$ cat src/rtl/shift_share_pkg.sv
`default_nettype none
// ============================================================================
// Module      : shift_share_pkg
// Description : Shared types and constants for the shift-register sharing
//               controller (FSM state encoding, requester count, counter
//               width helper).
// Revision    : 1.0 - initial release
// ============================================================================
package shift_share_pkg;

  // Controller states; PARITY is only reachable when the parity bit is built in
  typedef enum logic [1:0] {
    IDLE   = 2'd0,
    SHIFT  = 2'd1,
    PARITY = 2'd2
  } state_t;

  // Number of requesters sharing the shifter
  localparam int NUM_REQ = 2;

  // Bit counter width able to hold 0..width
  function automatic int cnt_width(input int width);
    return $clog2(width + 1);
  endfunction

endpackage
`default_nettype wire

$ cat src/rtl/rr_arbiter2.sv
`default_nettype none
// ============================================================================
// Module      : rr_arbiter2
// Description : Two-input round-robin arbiter. A lone requester always wins;
//               with both requesting, the one not granted last wins. The
//               last-grant pointer updates on every issued grant.
// Revision    : 1.0 - initial release
// ============================================================================
module rr_arbiter2
  import shift_share_pkg::*;
(
  input  logic               clk,
  input  logic               rst,
  input  logic [NUM_REQ-1:0] req,
  input  logic               grant_en,
  output logic [NUM_REQ-1:0] grant
);

  // 1 when requester 1 received the most recent grant; resets to 1 so that
  // requester 0 is favoured on the first contested request
  logic last_was_1;

  // Pick the winner from the request vector and the last-grant pointer
  always_comb begin
    grant = '0;
    if (grant_en) begin
      case (req)
        2'b01:   grant = 2'b01;
        2'b10:   grant = 2'b10;
        2'b11:   grant = last_was_1 ? 2'b01 : 2'b10;
        default: grant = '0;
      endcase
    end
  end

  // Remember who was granted last
  always_ff @(posedge clk or posedge rst) begin
    if (rst) begin
      last_was_1 <= 1'b1;
    end else if (|grant) begin
      last_was_1 <= grant[1];
    end
  end

endmodule
`default_nettype wire

$ cat src/rtl/shift_share_ctrl.sv
`default_nettype none
// ============================================================================
// Module      : shift_share_ctrl
// Description : Shares one parallel-in/serial-out shift register between two
//               valid/ready requesters. Grants round-robin, loads the winning
//               word, shifts it out LSB-first honouring a downstream stall,
//               and pulses o_Done once the frame's last bit is taken.
//               Optional feature macro: SHIFT_SHARE_PARITY_EN appends an even
//               parity bit (XOR of the data bits) to each frame.
// Revision    : 1.0 - initial release
// ============================================================================
module shift_share_ctrl
  import shift_share_pkg::*;
#(
  parameter int WIDTH = 8
) (
  input  logic                       i_Clock,
  input  logic                       i_Reset,
  input  logic [NUM_REQ-1:0]         i_Req_Valid,
  input  logic [NUM_REQ*WIDTH-1:0]   i_Req_Data,
  output logic [NUM_REQ-1:0]         o_Req_Ready,
  output logic                       o_Ser_Data,
  output logic                       o_Ser_Valid,
  output logic                       o_Ser_Last,
  output logic                       o_Ser_Id,
  input  logic                       i_Ser_Stall,
  output logic                       o_Done,
  output logic                       o_Done_Id
);

  localparam int CW = cnt_width(WIDTH);

  state_t             state;
  logic [WIDTH-1:0]   shreg;
  logic [CW-1:0]      cnt;
  logic               owner;
  logic               done_q;
  logic               done_id_q;
  logic [NUM_REQ-1:0] grant;
  logic               grant_en;
  logic               winner;
  logic [WIDTH-1:0]   win_word;
  logic               last_data;
`ifdef SHIFT_SHARE_PARITY_EN
  logic               parity;
`endif

  // Grants are only offered while idle and never while reset is held, so a
  // request cannot be acknowledged without its word being captured
  assign grant_en  = (state == IDLE) && !i_Reset;
  assign winner    = grant[1];
  assign win_word  = winner ? i_Req_Data[WIDTH +: WIDTH] : i_Req_Data[0 +: WIDTH];
  assign last_data = (cnt == CW'(WIDTH - 1));

  rr_arbiter2 u_arb (
    .clk      (i_Clock),
    .rst      (i_Reset),
    .req      (i_Req_Valid),
    .grant_en (grant_en),
    .grant    (grant)
  );

  assign o_Req_Ready = grant;
  assign o_Ser_Valid = (state != IDLE);
  assign o_Ser_Id    = owner;
  assign o_Done      = done_q;
  assign o_Done_Id   = done_id_q;

`ifdef SHIFT_SHARE_PARITY_EN
  assign o_Ser_Data  = (state == PARITY) ? parity : shreg[0];
  assign o_Ser_Last  = (state == PARITY);
`else
  assign o_Ser_Data  = shreg[0];
  assign o_Ser_Last  = (state == SHIFT) && last_data;
`endif

  // Frame sequencer: load on grant, shift on each un-stalled cycle, pulse done
  // on the cycle after the final bit is taken
  always_ff @(posedge i_Clock or posedge i_Reset) begin
    if (i_Reset) begin
      state     <= IDLE;
      shreg     <= '0;
      cnt       <= '0;
      owner     <= 1'b0;
      done_q    <= 1'b0;
      done_id_q <= 1'b0;
`ifdef SHIFT_SHARE_PARITY_EN
      parity    <= 1'b0;
`endif
    end else begin
      done_q <= 1'b0;
      case (state)
        IDLE: begin
          if (|grant) begin
            shreg <= win_word;
            cnt   <= '0;
            owner <= winner;
`ifdef SHIFT_SHARE_PARITY_EN
            parity <= ^win_word;
`endif
            state <= SHIFT;
          end
        end
        SHIFT: begin
          if (!i_Ser_Stall) begin
            shreg <= shreg >> 1;
            cnt   <= cnt + 1'b1;
            if (last_data) begin
`ifdef SHIFT_SHARE_PARITY_EN
              state <= PARITY;
`else
              state     <= IDLE;
              done_q    <= 1'b1;
              done_id_q <= owner;
`endif
            end
          end
        end
`ifdef SHIFT_SHARE_PARITY_EN
        PARITY: begin
          if (!i_Ser_Stall) begin
            state     <= IDLE;
            done_q    <= 1'b1;
            done_id_q <= owner;
          end
        end
`endif
        default: state <= IDLE;
      endcase
    end
  end

endmodule
`default_nettype wire

$ cat config.mk
export PLATFORM = sky130hd
export DESIGN_NAME = shift_share_ctrl
export DESIGN_NICKNAME = d
export VERILOG_FILES = /design/src/rtl/shift_share_pkg.sv /design/src/rtl/rr_arbiter2.sv /design/src/rtl/shift_share_ctrl.sv
export SDC_FILE = /design/constraint.sdc
export NUM_CORES = 1
export LEC_CHECK = 0
export ABC_AREA = 0
export CORE_MARGIN = 4
export CORE_UTILIZATION = 41
export CTS_CLUSTER_SIZE = 40
export DETAILED_ROUTE_END_ITERATION = 8
export PLACE_DENSITY = 0.74
export RECOVER_POWER = 25
export SLEW_MARGIN = 40
export SYNTH_ARGS = -nofsm -noshare
export SYNTH_HDL_FRONTEND = slang
export SYNTH_SLANG_ARGS = --single-unit
$ cat constraint.sdc
create_clock -name i_Clock -period 1.1 [get_ports i_Clock]
set_input_delay 0.11 -clock i_Clock [delete_from_list [all_inputs] [get_ports i_Clock]]
set_output_delay 0.11 -clock i_Clock [all_outputs]
set_load 0.01 [all_outputs]
After elaboration in Yosys (flattened, before gate mapping)
Index checks and enable logic that the tools add are counted.
{"block": "classes", "addsub": 1, "n_eq_ne": 8, "n_mux": 17, "bitwise_logic": 1, "n_reduce_logical": 11}
{"op": "8-bit 2-to-1 mux", "count": 3}
{"op": "8-bit case mux with 2 select lines", "count": 1}
{"op": "2-bit 2-to-1 mux", "count": 5}
{"op": "3-bit AND reduction", "count": 3}
{"op": "4-bit 2-to-1 mux", "count": 2}
{"op": "4-bit case mux with 2 select lines", "count": 1}
{"op": "2-bit case mux with 3 select lines", "count": 1}
{"op": "4-bit by 1-bit adder with 4-bit output (second input constant)", "count": 1}
{"op": "2-bit by 1-bit == test with 1-bit output (second input constant)", "count": 2}
{"op": "2-bit == test (second input constant)", "count": 2}
{"op": "4-bit by 3-bit == test with 1-bit output (second input constant)", "count": 1}
{"op": "2-bit inequality test (second input constant)", "count": 2}
{"op": "2-bit case mux with 2 select lines", "count": 1}
{"op": "2-bit nonzero test", "count": 2}
{"op": "1-bit 2-to-1 mux", "count": 3}
{"op": "1-bit logical AND", "count": 2}
{"op": "2-bit zero test", "count": 1}
{"op": "2-bit by 1-bit inequality test with 1-bit output (second input constant)", "count": 1}
{"op": "2-bit AND reduction", "count": 1}
{"op": "2-bit OR reduction", "count": 1}
{"op": "1-bit zero test", "count": 1}
{"op": "1-bit inverter", "count": 1}
{"block": "word_totals", "register_bits": 18, "inputBits": 21, "wordCells": 45}

Logic depth before layout (Yosys ltp)
{"block": "logic_depth", "word_depth": 6, "depth_mapped": 5}

By module
Synthesis repeated with hierarchy kept, for this count alone.
{"block": "unflattened", "hier_cells": 93, "area_unflattened_um2": 938.4}
{"module": "shift_share_ctrl", "instances": 1, "cells_per_inst": 84, "area_each_um2": 872.1}
{"module": "rr_arbiter2", "instances": 1, "cells_per_inst": 9, "area_each_um2": 66.3}

Worst setup path before layout
Ideal clock, no wire load.
{"block": "synth_timing", "path_kind": "flip-flop to flip-flop", "start": "register state[0]", "end": "register shreg[0]", "setup_time_ps": 152, "arrival_time_ps": 1099, "required_time_ps": 948, "setup_slack_ps": -150, "stages_incl_launch_ff": 6, "path_buffers": 2, "period_less_slack_ps": 1250, "cell_sequence": "dfrtp_1 nand2b_1 buf_6 buf_2 a221oi_1 a31oi_1"}
{"block": "synth_between", "elab_chain_len": 6}
{"element": "start: declaration", "line_no": "shift_share_ctrl.sv:33", "source": "state_t state;"}
{"element": "start signal: assignment", "line_no": "shift_share_ctrl.sv:81", "source": "state <= IDLE;"}
{"element": "start signal: assignment", "line_no": "shift_share_ctrl.sv:101", "source": "state <= SHIFT;"}
{"element": "start signal: assignment", "line_no": "shift_share_ctrl.sv:112", "source": "state <= IDLE;"}
{"element": "2-bit zero test", "line_no": "shift_share_ctrl.sv:50, shift_share_ctrl.sv:92"}
{"element": "1-bit logical AND", "line_no": "shift_share_ctrl.sv:50", "source": "assign grant_en = (state == IDLE) && !i_Reset;"}
{"element": "2-bit 2-to-1 mux", "line_no": "rr_arbiter2.sv:26", "source": "if (grant_en) begin"}
{"element": "8-bit 2-to-1 mux / 2-bit OR reduction (equally long branches)", "line_no": "shift_share_ctrl.sv:52, shift_share_ctrl.sv:94"}
{"element": "8-bit 2-to-1 mux / 2-bit by 1-bit inequality test with 1-bit output (equally long branches)"}
{"element": "8-bit case mux with 2 select lines / 3-bit AND reduction (equally long branches)"}
{"element": "end signal: assignment", "line_no": "shift_share_ctrl.sv:95", "source": "shreg <= win_word;"}
{"element": "end signal: assignment", "line_no": "shift_share_ctrl.sv:106", "source": "shreg <= shreg >> 1;"}
{"element": "end: declaration", "line_no": "shift_share_ctrl.sv:34", "source": "logic [WIDTH-1:0] shreg;"}
Parallel ways exist; a longest one is shown, timed or not. The select of a mux whose other input is x is not followed.
A chain may end at the register's enable or synchronous reset.

Final worst setup path
{"block": "layout_timing", "start": "register u_arb.last_was_1", "end": "output o_Req_Ready[0]"}
{"block": "layout_between", "elab_chain_len": 3}
{"element": "start: declaration", "line_no": "rr_arbiter2.sv:21", "source": "logic last_was_1;"}
{"element": "start signal: assignment", "line_no": "rr_arbiter2.sv:41", "source": "last_was_1 <= grant[1];"}
{"element": "2-bit 2-to-1 mux", "line_no": "rr_arbiter2.sv:30", "source": "2'b11: grant = last_was_1 ? 2'b01 : 2'b10;"}
{"element": "2-bit case mux with 3 select lines", "line_no": "rr_arbiter2.sv:27", "source": "case (req)"}
{"element": "2-bit 2-to-1 mux", "line_no": "rr_arbiter2.sv:26"}
{"element": "end: declaration", "line_no": "shift_share_ctrl.sv:21", "source": "output logic [NUM_REQ-1:0] o_Req_Ready,"}
No other way between the ends.

==> results.yml <==
synthesis:
  synth_enable_flop_cells: 0
  synth_seq_cells: 17
  ys_warn_count: 0
  post_synth_design_cell_area_um2: 948
  netlist.area_leader.share_pct: 42.2
  postSynthNetCount: 120
  synth.top_cells.by_area: "dfrtp_1 (42%), a221oi_1 (6.5%), and3b_1 (6.5%), a31oi_1 (5.3%), o21ai_0 (5.3%)"
  yosys.cell_count.top_type: "dfrtp_1"
  seq_area_frac_synth_pct: 45.0
  synth.largest_area_cell: "dfrtp_1"
  postSynthAreaPerCell_um2: 9.68
  synth_top_cells_by_count: "dfrtp_1 (16), o21ai_0 (10), a31oi_1 (8), nand3_1 (8)"
  dominantRegCellSynth: "dfrtp_1"
  syn-instance-count: 98
  synth_cell_type_count: 30
  synthArstFlopShare_pct: 100
cells_and_area:
  fillers: 154
  total_area_of_sequential_cells_um2: 428
  multi_input_area_um2: 599
  antennaDiodeCount: 0
  area_delta_synth_final_pct: 73.2
  final_net_count: 178
  layout-drive-gt1-share_pct: 41.3
global_routing:
  grt_max_degree: 12
  gr-total-overflow: 0
  antenna_violations_before_repair: 0
  globalRouteTotalUtil_pct: 19.4
  first_global_vias: 1142
  grt_first_pass_wirelength_um: 4810
drt:
  drt-wirelength-per-cell_um: 16.1
  remaining_drc_errors: 0
  firstDrtPassIters: 4
  antenna_left: 0
  vias: 1042
  drtIter0Drc: 21
  viasPerCell: 5.69
  wl_um: 2940
placed_design:
  gp_routability_congestion: 0.786
  place_hpwl_um: 2190
  detailedPlace.worstSlack_ns: -0.574
  i_o_buffers: 28
sta:
  final.setup_skew_ns: 0.00191
  final_critical_path_setup_slack_ns: -0.260
  worstMarginPinSlew_ns: 0.261
  final_max_slew_viol_count: 0
  timing.slew.headroom_pct: 82.6
  hold_violations_final: 0
  timing.final.crit_period_ns: 1.36
  final_min_period_over_clock_period_pct: 124
  setup_repair_after_global_routing_missed_its_margin: "true"
  fin_tns_setup_ns: -2.95
  clock.fmax_mhz: 735
  finalSetupViolCount: 20
die:
  fp.dieW_um: 56.1
  die_y_um: 56.1
  core_um2: 2210
  ios: 29
  design.die.area_um2: 3150
  start_util_pct: 42.9
  placement_rows: 17
critical_path:
  cp_data_required_time_ns: 0.99
  critical_path_cell_count: 3
  crit_path_max_incr_delay_ns: 0.56
  critPathLaunchType: "flip-flop"
  r2r.worst_path.cells: 4
  setup.reg_to_reg.worst_slack_ns: -0.22
  worst_path_max_delay_cell: "dfstp_2"
  critPathMaxFanout: 3
  path_cells: "nand2b_4 -> and3_4 -> buf_6"
  worst-endpoint-arrival_ns: 1.25
  critical_path_buf_inv_count: 1
  critPathKind: "reg -> out"
  worst_setup_end_kind: "primary output"
  timing.critical_path.max_delay_family: "flip-flops"
run_status:
  status: "complete, but fails checks"
  failed_checks: "setup timing"
min_path:
  holdCritPathClass: "in -> reg"
  worst_hold_path_depth: 3
clocking:
  worst_skew_pair.late_latency_ns: 0.29
  clock_tree.root_cell: "clkbuf_4"
  clock_tree.htree_level_count: 1
  clock_tree.buffer_depth: 2
  tritoncts_clock_tree: "done"
  clk_pin_slew_ns: 0.10
  clock_sinks: 17
  numCtsBuffers: 3
power:
  ir_worst_vdd_mv: 1.30
  powerDensity_nw_per_um2: 2070
  p_leak_nw: 0.730
flow_run:
  cap_viol_max_count: 0
-- registers in the layout (all words and copies together) (netlist names) --
name / cells
cnt: 4
o_Done: 1
o_Done_Id: 1
o_Ser_Id: 1
shreg: 8
state: 1
u_arb.last_was_1: 1
-- kinds of logic after synthesis --
kind of cell | synth area share [%]
AOI/OAI and AO/OA | 23.5
and+or+nand+nor | 20.3
DFF | 45.0
buffers and inverters | 5.41
muxes | 4.49
adders and majority gates | 1.32
-- per-layer routing --
layer	part of all wire [%]	routed length [um]	track usage [%]	vias up
li1	-	-	-	490
met1	38	1120	20.4	515
met2	55	1620	38.7	35
met3	6.2	182	3.48	2
met4	0.48	14	4.75	0
met5	0	0	0	-
-- path summary, 6_finish.rpt --
kind	from	to
worst max-delay path	u_arb.last_was_1	o_Req_Ready[0]
worst min-delay path	i_Req_Data[2]	shreg[2]
worst max register to register	state[0]	cnt[2]
worst min register to register	o_Done_Id	o_Done_Id
max in group asynchronous	i_Reset	u_arb.last_was_1
min in group asynchronous	i_Reset	shreg[0]
-- placed cells by master, fill, tap and decap left out, types with 4 or more instances in the layout --
cell type / synthesis / layout
and3b_1: 7 / 7
a221oi_2: 0 / 6
buf_4: 0 / 22
a31oi_1: 8 / 8
nand3_1: 8 / 8
clkdlybuf4s50_1: 0 / 19
dfrtp_1: 16 / 15
nand2_1: 4 / 4
o21ai_0: 10 / 7
buf_6: 1 / 11
-- area by class of cell --
cell class | instances | area share [%]
Timing Repair Buffer | 60 | 33.0
Sequential cell | 17 | 26.0
Tap cell | 28 | 2.13
Clock buffer | 4 | 1.60
Inverter | 3 | 0.762
Multi-Input combinational cell | 71 | 36.5
-- power breakdown --
group | internal (mW) | leakage (nW) | switching [mW]
clock | 0.141 | 0.0150 | 0.207
combinational | 1.12 | 0.508 | 0.805
sequential | 0.921 | 0.207 | 0.218
-- metrics by stage --
stage	utilization (%)	total power, mW	instances	hold WS, ns	instance area (um^2)
final	74.3	3.41	183	0.395	1640
after global routing	74.3	3.63	183	0.421	1640
after CTS	71.7	3.23	182	0.403	1590
after detailed placement	66.1	2.68	174	0.497	1460
after global placement	66.1	2.60	174	0.499	1460
after floorplan	-	1.95	98	0.101	1010
-- what timing repair did --
item | 4_1_cts | 5_1_grt
hold buffers | 0 | 0
gates resized for setup | 41 | 13
endpoints found under the setup margin | 23 | 23
setup buffers | 4 | 1
pin swaps | 4 | 3
-- worst min-delay path, cell delays in order --
cell and delay, ns:
clkdlybuf4s50_1 0.39, o21ai_0 0.07, a31oi_1 0.08
Power figures use the tool's default switching activity.
